===== src/rtl/fetch_pkg.sv =====
// Shared definitions for the instruction fetch path: state encoding,
// default widths and the timeout counter sizing helper.
package fetch_pkg;

    typedef enum logic [1:0] {
        IDLE = 2'd0,
        REQ  = 2'd1,
        HOLD = 2'd2,
        ERR  = 2'd3
    } fetch_state_t;

    localparam int ADDR_W_DEF  = 16;
    localparam int INSTR_W_DEF = 32;

    // Bits needed to count REQ cycles 0 .. timeout-1.
    function automatic int cnt_width(input int timeout);
        return (timeout <= 2) ? 1 : $clog2(timeout);
    endfunction

endpackage


===== src/rtl/instr_fetch_unit.sv =====
// Fetch unit: issues a req/ack fetch for the current PC, holds the word for
// the decoder and computes the PC's next address.
module instr_fetch_unit
    import fetch_pkg::*;
#(
    parameter int ADDR_W  = ADDR_W_DEF,
    parameter int INSTR_W = INSTR_W_DEF,
    parameter int TIMEOUT = 16
) (
    input  logic               clock,
    input  logic               reset,
    input  logic [ADDR_W-1:0]  pc_in,
    input  logic               hlt,
    input  logic               branch_take,
    input  logic [ADDR_W-1:0]  branch_target,
    input  logic               dec_ready,
    output logic               mem_req,
    output logic [ADDR_W-1:0]  mem_addr,
    input  logic               mem_ack,
    input  logic [INSTR_W-1:0] mem_rdata,
    output logic               instr_valid,
    output logic [INSTR_W-1:0] instr_out,
    output logic [ADDR_W-1:0]  instr_pc,
    output logic [ADDR_W-1:0]  pc_next,
    output logic               fetch_err
);

    localparam int CW = cnt_width(TIMEOUT);
    localparam logic [CW-1:0] LAST_WAIT = CW'(TIMEOUT - 1);

    fetch_state_t       state, state_d;
    logic               mem_req_d;
    logic [ADDR_W-1:0]  mem_addr_d;
    logic               instr_valid_d;
    logic [INSTR_W-1:0] instr_out_d;
    logic [ADDR_W-1:0]  instr_pc_d;
    logic               discard, discard_d;
    logic [CW-1:0]      wait_cnt, wait_cnt_d;
    logic               fetch_err_d;

    always_ff @(posedge clock or posedge reset) begin
        if (reset) begin
            state       <= IDLE;
            mem_req     <= 1'b0;
            mem_addr    <= '0;
            instr_valid <= 1'b0;
            instr_out   <= '0;
            instr_pc    <= '0;
            discard     <= 1'b0;
            wait_cnt    <= '0;
            fetch_err   <= 1'b0;
        end else begin
            state       <= state_d;
            mem_req     <= mem_req_d;
            mem_addr    <= mem_addr_d;
            instr_valid <= instr_valid_d;
            instr_out   <= instr_out_d;
            instr_pc    <= instr_pc_d;
            discard     <= discard_d;
            wait_cnt    <= wait_cnt_d;
            fetch_err   <= fetch_err_d;
        end
    end

    always_comb begin
        state_d       = state;
        mem_req_d     = mem_req;
        mem_addr_d    = mem_addr;
        instr_valid_d = instr_valid;
        instr_out_d   = instr_out;
        instr_pc_d    = instr_pc;
        discard_d     = discard;
        wait_cnt_d    = wait_cnt;
        fetch_err_d   = fetch_err;

        case (state)
            IDLE: begin
                if (!hlt && !branch_take) begin
                    mem_addr_d = pc_in;
                    mem_req_d  = 1'b1;
                    wait_cnt_d = '0;
                    state_d    = REQ;
                end
            end
            REQ: begin
                wait_cnt_d = wait_cnt + 1'b1;
                // A redirect arriving with the ack drops the word just like
                // one that arrived earlier in the request.
                if (mem_ack) begin
                    mem_req_d = 1'b0;
                    if (discard || branch_take) begin
                        discard_d = 1'b0;
                        state_d   = IDLE;
                    end else begin
                        instr_out_d   = mem_rdata;
                        instr_pc_d    = mem_addr;
                        instr_valid_d = 1'b1;
                        state_d       = HOLD;
                    end
                end else if (wait_cnt == LAST_WAIT) begin
                    mem_req_d   = 1'b0;
                    fetch_err_d = 1'b1;
                    discard_d   = 1'b0;
                    state_d     = ERR;
                end else if (branch_take) begin
                    discard_d = 1'b1;
                end
            end
            HOLD: begin
                if (dec_ready || branch_take) begin
                    instr_valid_d = 1'b0;
                    state_d       = IDLE;
                end
            end
            ERR: begin
                mem_req_d     = 1'b0;
                instr_valid_d = 1'b0;
            end
            default: state_d = IDLE;
        endcase
    end

    always_comb begin
        pc_next = pc_in;
        if (branch_take && state != ERR)
            pc_next = branch_target;
        else if (state == HOLD && dec_ready)
            pc_next = instr_pc + ADDR_W'(1);
    end

endmodule


===== config.mk =====
export PLATFORM = sky130hd
export DESIGN_NAME = instr_fetch_unit
export DESIGN_NICKNAME = d
export VERILOG_FILES = /design/src/rtl/fetch_pkg.sv /design/src/rtl/instr_fetch_unit.sv
export SDC_FILE = /design/constraint.sdc
export NUM_CORES = 1
export LEC_CHECK = 0
export BUFFER_PORTS_ARGS = -buffer_cell sky130_fd_sc_hd__buf_2
export CAP_MARGIN = 40
export CORE_UTILIZATION = 43
export DETAILED_ROUTE_END_ITERATION = 10
export PLACE_DENSITY = 0.83
export SLEW_MARGIN = 40
export SYNTH_ARGS = -nofsm -noshare
export SYNTH_HDL_FRONTEND = slang
export SYNTH_SLANG_ARGS = --single-unit

===== constraint.sdc =====
create_clock -name clock -period 2.3 [get_ports clock]
set_clock_uncertainty 0.05 [all_clocks]
set_input_delay 0.46 -clock clock [delete_from_list [all_inputs] [get_ports clock]]
set_output_delay 0.46 -clock clock [all_outputs]
set_load 0.05 [all_outputs]

; After elaboration in Yosys (flattened, before gate mapping)
; Cells that the tools add are included.
[word_totals]
regBits = 74
in_bits = 70
out_inout_bits = 83
elab_cells = 67
[classes]
addsub = 2
eq_ne = 11
mux = 22
n_bitwise = 2
reduce_logical = 21
[op_table]
columns = cell, n
row1 = $mux 16, 2
row2 = $add 16x1->16 const B, 1
row3 = $reduce_and 3->1, 4
row4 = $reduce_bool 3->1, 4
row5 = $mux 1, 10
row6 = $mux 2, 5
row7 = $ne 2x2->1 const B, 5
row8 = $pmux 4 s2, 1
row9 = $reduce_and 4->1, 2
row10 = $pmux 1 s3, 2
row11 = $pmux 2 s3, 1
row12 = $add 4x1->4 const B, 1
row13 = $eq 2x2->1 const B, 2
row14 = $eq 4x4->1 const B, 1
row15 = $mux 4, 1
row16 = $reduce_and 2->1, 2
row17 = $logic_and 1x1->1, 3
row18 = $ne 3x3->1 const B, 1
row19 = $eq 2x1->1 const B, 1
row20 = $logic_not 1->1, 2
row21 = $logic_not 2->1, 1
row22 = $logic_or 1x1->1, 2
row23 = $ne 2x1->1 const B, 1
row24 = $not 1->1, 2
row25 = $reduce_bool 2->1, 1

; Depth between registers and ports, before layout
; Gate-level depths: netlist (run 1).
[logic_depth]
depth_word = 4
depth_mapped = 8
depth_no_buf = 6

; Worst setup path before layout (run 1)
; Ideal clock, no wire load.
[synth_path]
path_type = register -> output
start = register instr_pc[0]
end = output pc_next[8]
t_arrival_ps = 2513
t_required_ps = 1790
slack_ps = -723
path_stages_with_launch = 6
path_cell_list = dfrtp_1 -> ha_1 -> nand4_1 -> nor2_1 -> xnor2_1 -> o21ai_0
[synth_via]
elab_chain_len = 3
[synth_rtl]
columns = item, line_no
row1 = start: declaration, instr_fetch_unit.sv:23  ; output logic [ADDR_W-1:0] instr_pc,
row2 = start signal: assignment, instr_fetch_unit.sv:58  ; instr_pc <= instr_pc_d;
row3 = $add 16x1->16, instr_fetch_unit.sv:128  ; pc_next = instr_pc + ADDR_W'(1);
row4 = $mux 16, instr_fetch_unit.sv:127  ; else if (state == HOLD && dec_ready)
row5 = $mux 16, instr_fetch_unit.sv:125  ; if (branch_take && state != ERR)
row6 = end: declaration, instr_fetch_unit.sv:24  ; output logic [ADDR_W-1:0] pc_next,
; Every way passes these cells.

; Worst setup path after layout (run 1)
[layout_path]
start = register instr_pc[10]
end = output pc_next[13]
; The elaborated chain is that of the path after synthesis.

==> impl_metrics.json, run 1 <==
{
  "die_h_um": 92.7,
  "drt_pass1_iterations": 4,
  "die_w_um": 92.7,
  "status": "finished with violations",
  "num_antenna_cells": 0,
  "nNetsFinal": 569,
  "p_total_w": 0.00894,
  "coreArea_um2": 7850,
  "grt_pass1_wl_um": 15900,
  "postRouteAntennaNets": 0,
  "yosysMostFrequentCell": "dfrtp_1",
  "place_area_um2": 4750,
  "cts_tree": "yes",
  "ff2ff_setup_slack_ns": 0.24,
  "powerDensity_nw_per_um2": 1630,
  "met1_length_um": 4010,
  "final.period_utilization_pct": 114,
  "setup_viol": 14,
  "critical_path_arrival_ns": 2.11,
  "fillers": 555,
  "cp.required_ns": 1.79,
  "p_int_w": 0.00428,
  "rows": 32,
  "synth_edf_count": 0,
  "path_buf_inv": 1,
  "start_util_pct": 45.1,
  "cp_cell_sequence": "nand4_4, or4_4, nand4_1, or3b_4, buf_8",
  "vias": 3200,
  "grt_max_degree": 32,
  "async_flop_share_pct": 100,
  "setup_slack_ns": -0.316,
  "synthFlopType": "dfrtp_1",
  "syn_inst": 296,
  "cts_made_buffers": 9,
  "cp_max_fo": 2,
  "syn_nets": 373,
  "dr.max_layer_used": "met5",
  "critPathMaxStageDelay_ns": 0.55,
  "cts.path.max_buffers": 2,
  "fin_crit_ns": 2.62,
  "wl_met2_um": 5450,
  "r2r-end": "state[1]$_DFFE_PP0P_",
  "routed_wl_um": 10400,
  "synth_largest_area_cell": "dfrtp_1",
  "hpwl_um": 7110,
  "drtIter0Drc": 129,
  "cp-end-kind": "output port",
  "synth.area.top_cells": "dfrtp_1 52%, mux2_2 15%, mux2_1 4.8%",
  "finalInstanceArea_um2": 5490,
  "critical-path-top-delay-family": "simple AND/OR/NAND/NOR gates",
  "place_congestion": 0.841,
  "synth_top_area_share_pct": 52.3,
  "drv_cap": 0,
  "syn_to_final_growth_pct": 55.0,
  "leakage_nw": 2.58,
  "rsz0062_at_grt": "yes",
  "r2r_start": "state[0]$_DFFE_PP0P_",
  "combPwrFrac_pct": 60.8,
  "holdWs_ns": 0.136,
  "drc": 0,
  "relSlewSlack_pct": 57.5,
  "syn_area_per_cell_um2": 12.0,
  "path_clk_slew_ns": 0.08,
  "clock_latency_ns": 0.35,
  "worstSetupStartpointType": "flop",
  "antenna_found_initial": 1,
  "grt_pass1_vias": 3342,
  "seqPwrFrac_pct": 27.5,
  "vdd_drop_max_v": 0.000997,
  "die_area_um2": 8600,
  "grt_overflow": 0,
  "synth_area_um2": 3540,
  "hold_path.class": "input port to async pin",
  "ios": 153,
  "tightest_slew_ns": 0.636,
  "cts_sinks": 74,
  "reg2regPathDepth": 7,
  "timing.setup.tns_ns": -2.01,
  "detail_route.wl_per_cell_um": 17.4,
  "switching_share_pct": 52.1,
  "violations": "setup timing",
  "crit_type": "flop to output port",
  "synth_commonest_cells": "74 x dfrtp_1, 46 x mux2_2, 18 x nand2_1",
  "wl_met3_um": 628,
  "yosysSeqAreaShare_pct": 52.3,
  "switchingPower_w": 0.00466,
  "htreeDepth": 3,
  "portBuffers": 152,
  "cts_hold_buf": 0,
  "drt-vias-per-instance": 5.34,
  "track_usage_pct": 24.0,
  "drive_above_1_share_pct": 66.4,
  "yosysWarnings": 0,
  "synth_seq_cells": 74,
  "hold_viol_final": 0,
  "maxSlewViolCount": 0,
  "critPathSlowestCell": "or4_4",
  "final_util_pct": 69.9,
  "root_buffer": "clkbuf_8",
  "p_clk_share_pct": 11.6,
  "timing.fmax_mhz": 382,
  "ys_types": 38
}
metal layers:
layer	global-route usage [%]	vias up
met5	0	-
met4	11.4	2
met3	4.60	26
met2	42.5	144
met1	27.8	1574
li1	-	1454
worst reg2reg max path: stages (launching register included):
cell	delay [ns]
dfrtp_1	0.43
inv_2	0.08
buf_4	0.13
buf_4	0.13
ha_1	0.24
o21a_1	0.17
nor4_1	0.51
mux2i_1	0.24
layout make-up:
type / instances / area [um^2] / share of cell area (%)
timing repair buffer: 198 / 1320 / 24.1
sequential: 74 / 1870 / 34.1
tap: 102 / 128 / 2.33
inverter: 8 / 33.8 / 0.616
clock buffer: 11 / 151 / 2.76
multi-input combinational: 201 / 1930 / 35.2
clock inverter: 5 / 52.6 / 0.958
power groups by stage:
| stage | combinational, W | clock [W] | sequential [W] |
|---|---|---|---|
| after floorplan | 0.00152 | 0 | 0.00455 |
| after global placement | 0.00488 | 0 | 0.00241 |
| after detailed placement | 0.00498 | 0 | 0.00246 |
| after CTS | 0.00525 | 0.00106 | 0.00245 |
| after global routing | 0.00569 | 0.00112 | 0.00256 |
| final | 0.00544 | 0.00104 | 0.00246 |
cell families (layout without fill, tap and decap cells):
kind of cell | after synthesis | in the layout | share of synthesized area, %
AOI/OAI and AO/OA | 45 | 45 | 8.31
xor gates and xnor gates | 11 | 11 | 2.72
adders and majority gates | 7 | 7 | 2.47
buffers and inverters | 21 | 222 | 2.54
DFF | 74 | 74 | 52.3
muxes | 67 | 67 | 21.1
and+or+nand+nor | 71 | 71 | 10.5
per-stage QoR:
stage	cells	setup slack, ns
after global placement	571	0.0654
after global routing	599	-0.367
final	599	-0.316
after detailed placement	571	0.0344
after CTS	594	-0.262
after floorplan	296	-0.179
how the worst max path moves through the flow:
| stage | start | end | slack (ns) | cells after the start |
|---|---|---|---|---|
| finish | instr_pc[10]$_DFFE_PP0P_ | pc_next[13] | -0.32 | 5 |
| global placement | instr_pc[0]$_DFFE_PP0P_ | pc_next[12] | 0.07 | 6 |
| floorplan | state[0]$_DFFE_PP0P_ | pc_next[11] | -0.18 | 6 |
| CTS | instr_pc[10]$_DFFE_PP0P_ | pc_next[13] | -0.26 | 5 |
| detailed placement | state[0]$_DFFE_PP0P_ | pc_next[13] | 0.03 | 6 |
| global route | instr_pc[0]$_DFFE_PP0P_ | pc_next[10] | -0.37 | 8 |
registers in the layout (all words and copies together), names as in the netlist:
name and count:
instr_out 32, instr_pc 16, mem_addr 16, wait_cnt 4
state 2, discard 1, fetch_err 1, instr_valid 1
mem_req 1
what timing repair did:
| action | 4_1_cts | 5_1_grt |
|---|---|---|
| cloned | 0 | 2 |
| buffers inserted | 7 | 4 |
| resized for setup | 62 | 44 |
| hold endpoints to repair | 0 | 0 |
| pin swaps | 9 | 14 |
| endpoints found under the setup margin | 16 | 16 |
placed cells by master, fill, tap and decap left out, types with 3 or more instances in the layout:
cell	count
nor3_1	3
buf_6	22
nor2_2	5
o21ai_2	7
dfrtp_1	60
nor4_4	3
ha_1	4
buf_2	136
mux2_1	15
a221o_2	3
nand2_2	5
o31ai_1	3
a22oi_1	3
nor2_1	7
mux2_2	46
xnor2_1	9
clkbuf_8	11
a21oi_1	3
nand3_1	11
dfrtp_2	14
buf_12	5
or3_1	3
mux2i_1	6
nand2_1	12
o21ai_4	4
a22oi_2	4
nand4_1	3
clkinv_2	3
nor3_4	4
o21ai_0	8
buf_4	32
inv_1	6
(Power assumes the default switching activity.)
==> run 2, diff against run 1 <==
- CORE_UTILIZATION: 43 -> 45
- clock period: 2.3 -> 2.5 ns (I/O delays scaled with it)
==> impl_metrics.json, run 2 (synthesized netlist as in run 1, its figures left out) <==
{
  "p_clk_share_pct": 12.7,
  "rows": 31,
  "grt_pass1_wl_um": 15500,
  "htreeDepth": 3,
  "leakage_nw": 2.43,
  "fin_crit_ns": 2.61,
  "largest_reg_flops": 32,
  "final_util_pct": 70.7,
  "switching_share_pct": 51.8,
  "vias": 3097,
  "place_area_um2": 4580,
  "cts_sinks": 74,
  "drt-vias-per-instance": 5.25,
  "place_congestion": 0.819,
  "cp_max_fo": 2,
  "cp-end-kind": "output port",
  "track_usage_pct": 23.8,
  "clock_latency_ns": 0.34,
  "coreArea_um2": 7410,
  "critical_path_arrival_ns": 2.06,
  "fin_cells": 590,
  "antenna_found_initial": 0,
  "ios": 153,
  "setup_viol": 2,
  "worstSetupStartpointType": "flop",
  "finalInstanceArea_um2": 5240,
  "holdWs_ns": 0.144,
  "path_clk_slew_ns": 0.09,
  "rsz0062_at_grt": "yes",
  "switchingPower_w": 0.00420,
  "combPwrFrac_pct": 58.9,
  "grt_overflow": 0,
  "postRouteAntennaNets": 0,
  "powerDensity_nw_per_um2": 1550,
  "violations": "setup timing",
  "root_buffer": "clkbuf_8",
  "die_h_um": 90.7,
  "dp.cells": 551,
  "r2r_start": "state[0]$_DFFE_PP0P_",
  "hpwl_um": 6770,
  "final_common_cell": "buf_2",
  "die_area_um2": 8220,
  "start_util_pct": 47.8,
  "cts.path.max_buffers": 2,
  "crit_type": "flop to output port",
  "tightest_slew_ns": 0.583,
  "portBuffers": 152,
  "hold_viol_final": 0,
  "reg.largest.list": "instr_out: 32 flops, instr_pc: 16 flops, mem_addr: 16 flops",
  "num_antenna_cells": 0,
  "p_int_w": 0.00390,
  "syn_to_final_growth_pct": 47.9,
  "cts_tree": "yes",
  "detail_route.wl_per_cell_um": 16.1,
  "drive_above_1_share_pct": 63.1,
  "top_register": "instr_out",
  "drt_pass1_iterations": 4,
  "die_w_um": 90.7,
  "drtIter0Drc": 101,
  "grt_max_degree": 43,
  "final_cell_mix": "138 x buf_2, 59 x dfrtp_1, 46 x mux2_2",
  "hold_path.class": "input port to async pin",
  "cp.required_ns": 1.95,
  "cts_made_buffers": 9,
  "drc": 0,
  "routed_wl_um": 9480,
  "grt_pass1_vias": 3198,
  "final.period_utilization_pct": 105,
  "vdd_drop_max_v": 0.000984,
  "timing.fmax_mhz": 383,
  "drv_cap": 0,
  "cts_hold_buf": 0,
  "p_total_w": 0.00810,
  "seqPwrFrac_pct": 28.5,
  "fillers": 522,
  "maxSlewViolCount": 0,
  "startpoint": "instr_pc[8]$_DFFE_PP0P_",
  "setup_slack_ns": -0.114,
  "status": "finished with violations",
  "nNetsFinal": 563,
  "relSlewSlack_pct": 60.8
}
-- run 2: cell count changes in the layout (fill, tap and decap cells not counted), moves of 3 or more --
cell and change:
buf_6 -12, nor4_4 -3, nor4_2 +3, nand2_2 -3, buf_12 -3, buf_4 +6, clkinv_2 -3, nand2_1 +4
nor2_2 -3, nor2_1 +5
-- run 2: through the flow --
stage               setup TNS [ns]  setup WS, ns
finish                      -0.158        -0.114
global route                -0.520        -0.167
CTS                         -0.209        -0.124
detailed placement               0        0.0632
global placement                 0         0.145
floorplan                    -1.14       -0.0956
-- run 2: layout make-up --
class	instances	area (um^2)	share of cell area, %
clock buffers	9	124	2.37
well taps	99	124	2.37
multi-input cells	201	1810	34.6
repair buffers	192	1170	22.4
clock inverters	7	101	1.94
flip-flops and latches	74	1870	35.7
inverters	8	32.5	0.621
-- run 2: path summary, 6_finish.rpt --
path	endpoint	slack, ns	depth (start not counted)
worst min-delay path	instr_out[16]$_DFFE_PP0P_	0.14	2
worst max-delay path	pc_next[13]	-0.11	5
worst min register to register	fetch_err$_DFFE_PP0P_	0.43	1
max in group asynchronous	instr_pc[4]$_DFFE_PP0P_	1.68	3
worst max register to register	state[0]$_DFFE_PP0P_	0.32	7
min in group clock	instr_out[25]$_DFFE_PP0P_	0.32	2
-- run 2: timing repair --
action / in CTS / in global routing
buffers inserted: 16 / 8
resized for setup: 35 / 30
setup endpoints to repair: 16 / 16
pin swaps: 7 / 6
-- run 2: worst max-delay path, stage by stage, from the launching register on --
cell and delay (ns):
dfrtp_2 0.41, nand4_4 0.11, or4_4 0.54, nand4_1 0.11
or3b_4 0.40, buf_8 0.16
-- run 2: power by group through the flow --
stage / Clock [W] / Combinational, W / Sequential [W]
2_1_floorplan: 0 / 0.00138 / 0.00418
5_1_grt: 0.00111 / 0.00500 / 0.00240
6_report: 0.00103 / 0.00477 / 0.00231
3_5_place_dp: 0 / 0.00430 / 0.00232
3_3_place_gp: 0 / 0.00423 / 0.00229
4_1_cts: 0.00105 / 0.00461 / 0.00230
-- run 2: routing by layer --
layer | track usage [%] | routed length [um]
met5 | 0 | 0
met2 | 40.8 | 4770
met4 | 9.01 | 159
met3 | 5.30 | 650
met1 | 29.2 | 3900
==> run 3, diff against run 2 <==
- PLACE_DENSITY: 0.83 -> not set
- PLACE_DENSITY_LB_ADDON: not set -> 0.25
==> impl_metrics.json, run 3 (synthesized netlist as in run 1, its figures left out) <==
{
  "hold_viol_final": 0,
  "top_register": "instr_out",
  "powerDensity_nw_per_um2": 1540,
  "final_common_cell": "buf_2",
  "cts_tree": "yes",
  "finalInstanceArea_um2": 5080,
  "grt_pass1_wl_um": 15200,
  "maxSlewViolCount": 0,
  "status": "finished with violations",
  "place_area_um2": 4570,
  "final_util_pct": 68.5,
  "cts_sinks": 74,
  "final.period_utilization_pct": 104,
  "worstSetupStartpointType": "flop",
  "nNetsFinal": 555,
  "path_clk_slew_ns": 0.08,
  "final_cell_mix": "138 x buf_2, 60 x dfrtp_1, 46 x mux2_2",
  "num_antenna_cells": 0,
  "rows": 31,
  "violations": "setup timing",
  "drtIter0Drc": 90,
  "tightest_slew_ns": 0.663,
  "drv_cap": 0,
  "rsz0062_at_grt": "yes",
  "root_buffer": "clkbuf_8",
  "htreeDepth": 3,
  "coreArea_um2": 7410,
  "setup_viol": 3,
  "hold_path.class": "input port to async pin",
  "fillers": 593,
  "vias": 3067,
  "track_usage_pct": 23.8,
  "drt-vias-per-instance": 5.27,
  "crit_type": "flop to output port",
  "routed_wl_um": 9260,
  "syn_to_final_growth_pct": 43.4,
  "cp-end-kind": "output port",
  "cts_made_buffers": 9,
  "hpwl_um": 6620,
  "start_util_pct": 47.8,
  "pre_cts_slack_ns": 0.0953,
  "antenna_found_initial": 0,
  "relSlewSlack_pct": 55.4,
  "vdd_drop_max_v": 0.000863,
  "cp.required_ns": 1.95,
  "largest_reg_flops": 32,
  "cts.path.max_buffers": 2,
  "drive_above_1_share_pct": 61.5,
  "p_total_w": 0.00780,
  "portBuffers": 152,
  "clock_latency_ns": 0.35,
  "grt_max_degree": 33,
  "grt_overflow": 0,
  "timing.fmax_mhz": 384,
  "place_congestion": 0.859,
  "ios": 153,
  "detail_route.wl_per_cell_um": 15.9,
  "die_w_um": 90.7,
  "grt_pass1_vias": 3085,
  "leakage_nw": 2.36,
  "critical_path_arrival_ns": 2.05,
  "setup_slack_ns": -0.103,
  "reg.largest.list": "instr_out: 32 flops, instr_pc: 16 flops, mem_addr: 16 flops",
  "die_area_um2": 8220,
  "ff2ff_setup_slack_ns": 0.26,
  "postRouteAntennaNets": 0,
  "fin_crit_ns": 2.60,
  "drt_pass1_iterations": 4,
  "drc": 0,
  "cp_max_fo": 2,
  "die_h_um": 90.7
}
[run 3: per-layer routing]
metal	global-route usage [%]	share of wire [%]	up-vias
met4	10.3	1.7	0
met3	5.89	7.4	13
met5	0	0	-
met1	29.9	43	1470
li1	-	-	1439
met2	38.8	48	145
[run 3: power breakdown]
group	internal (W)	leakage [nW]	switching, W
Sequential	0.00182	0.875	0.000482
Combinational	0.00142	1.39	0.00321
Clock	0.000438	0.0944	0.000434
[run 3: through the flow]
step	TNS (ns)	instances	hold slack (ns)
after floorplan	-1.14	296	0.432
after global placement	0	553	0.410
after detailed placement	0	553	0.411
after CTS	-0.256	580	0.0975
after global routing	-0.462	582	0.123
final	-0.188	582	0.0940
[run 3: layout make-up]
type                       instances  area (um^2)  share of cell area (%)
clock buffer                      12          165                    3.25
multi-input combinational        201         1780                    35.1
sequential                        74         1870                    36.8
inverter                           8         31.3                   0.616
tap                               99          124                    2.44
clock inverter                     4         25.0                   0.493
timing repair buffer             184         1080                    21.3
[run 3: worst max-delay path: stages (launching register included)]
cell     delay [ns]
dfrtp_2        0.40
nand4_4        0.12
or4_4          0.54
nand4_1        0.10
or3b_4         0.38
buf_8          0.16
[run 3: timing repair]
item,4_1_cts,5_1_grt
resized for setup,35,28
setup buffers,11,2
hold buffers,0,0
setup endpoints to repair,16,15
pin swaps,6,7
[run 3: worst paths after layout]
kind                                          from                   endpoint  cells past startpoint
max                        instr_pc[8]$_DFFE_PP0P_                pc_next[13]                      5
min                                          reset  instr_out[21]$_DFFE_PP0P_                      2
max reg2reg                   state[1]$_DFFE_PP0P_   instr_pc[14]$_DFFE_PP0P_                      6
min reg2reg                  fetch_err$_DFFE_PP0P_      fetch_err$_DFFE_PP0P_                      1
max in group asynchronous                    reset       state[0]$_DFFE_PP0P_                      3
min in group clock                    mem_rdata[9]   instr_out[9]$_DFFE_PP0P_                      2
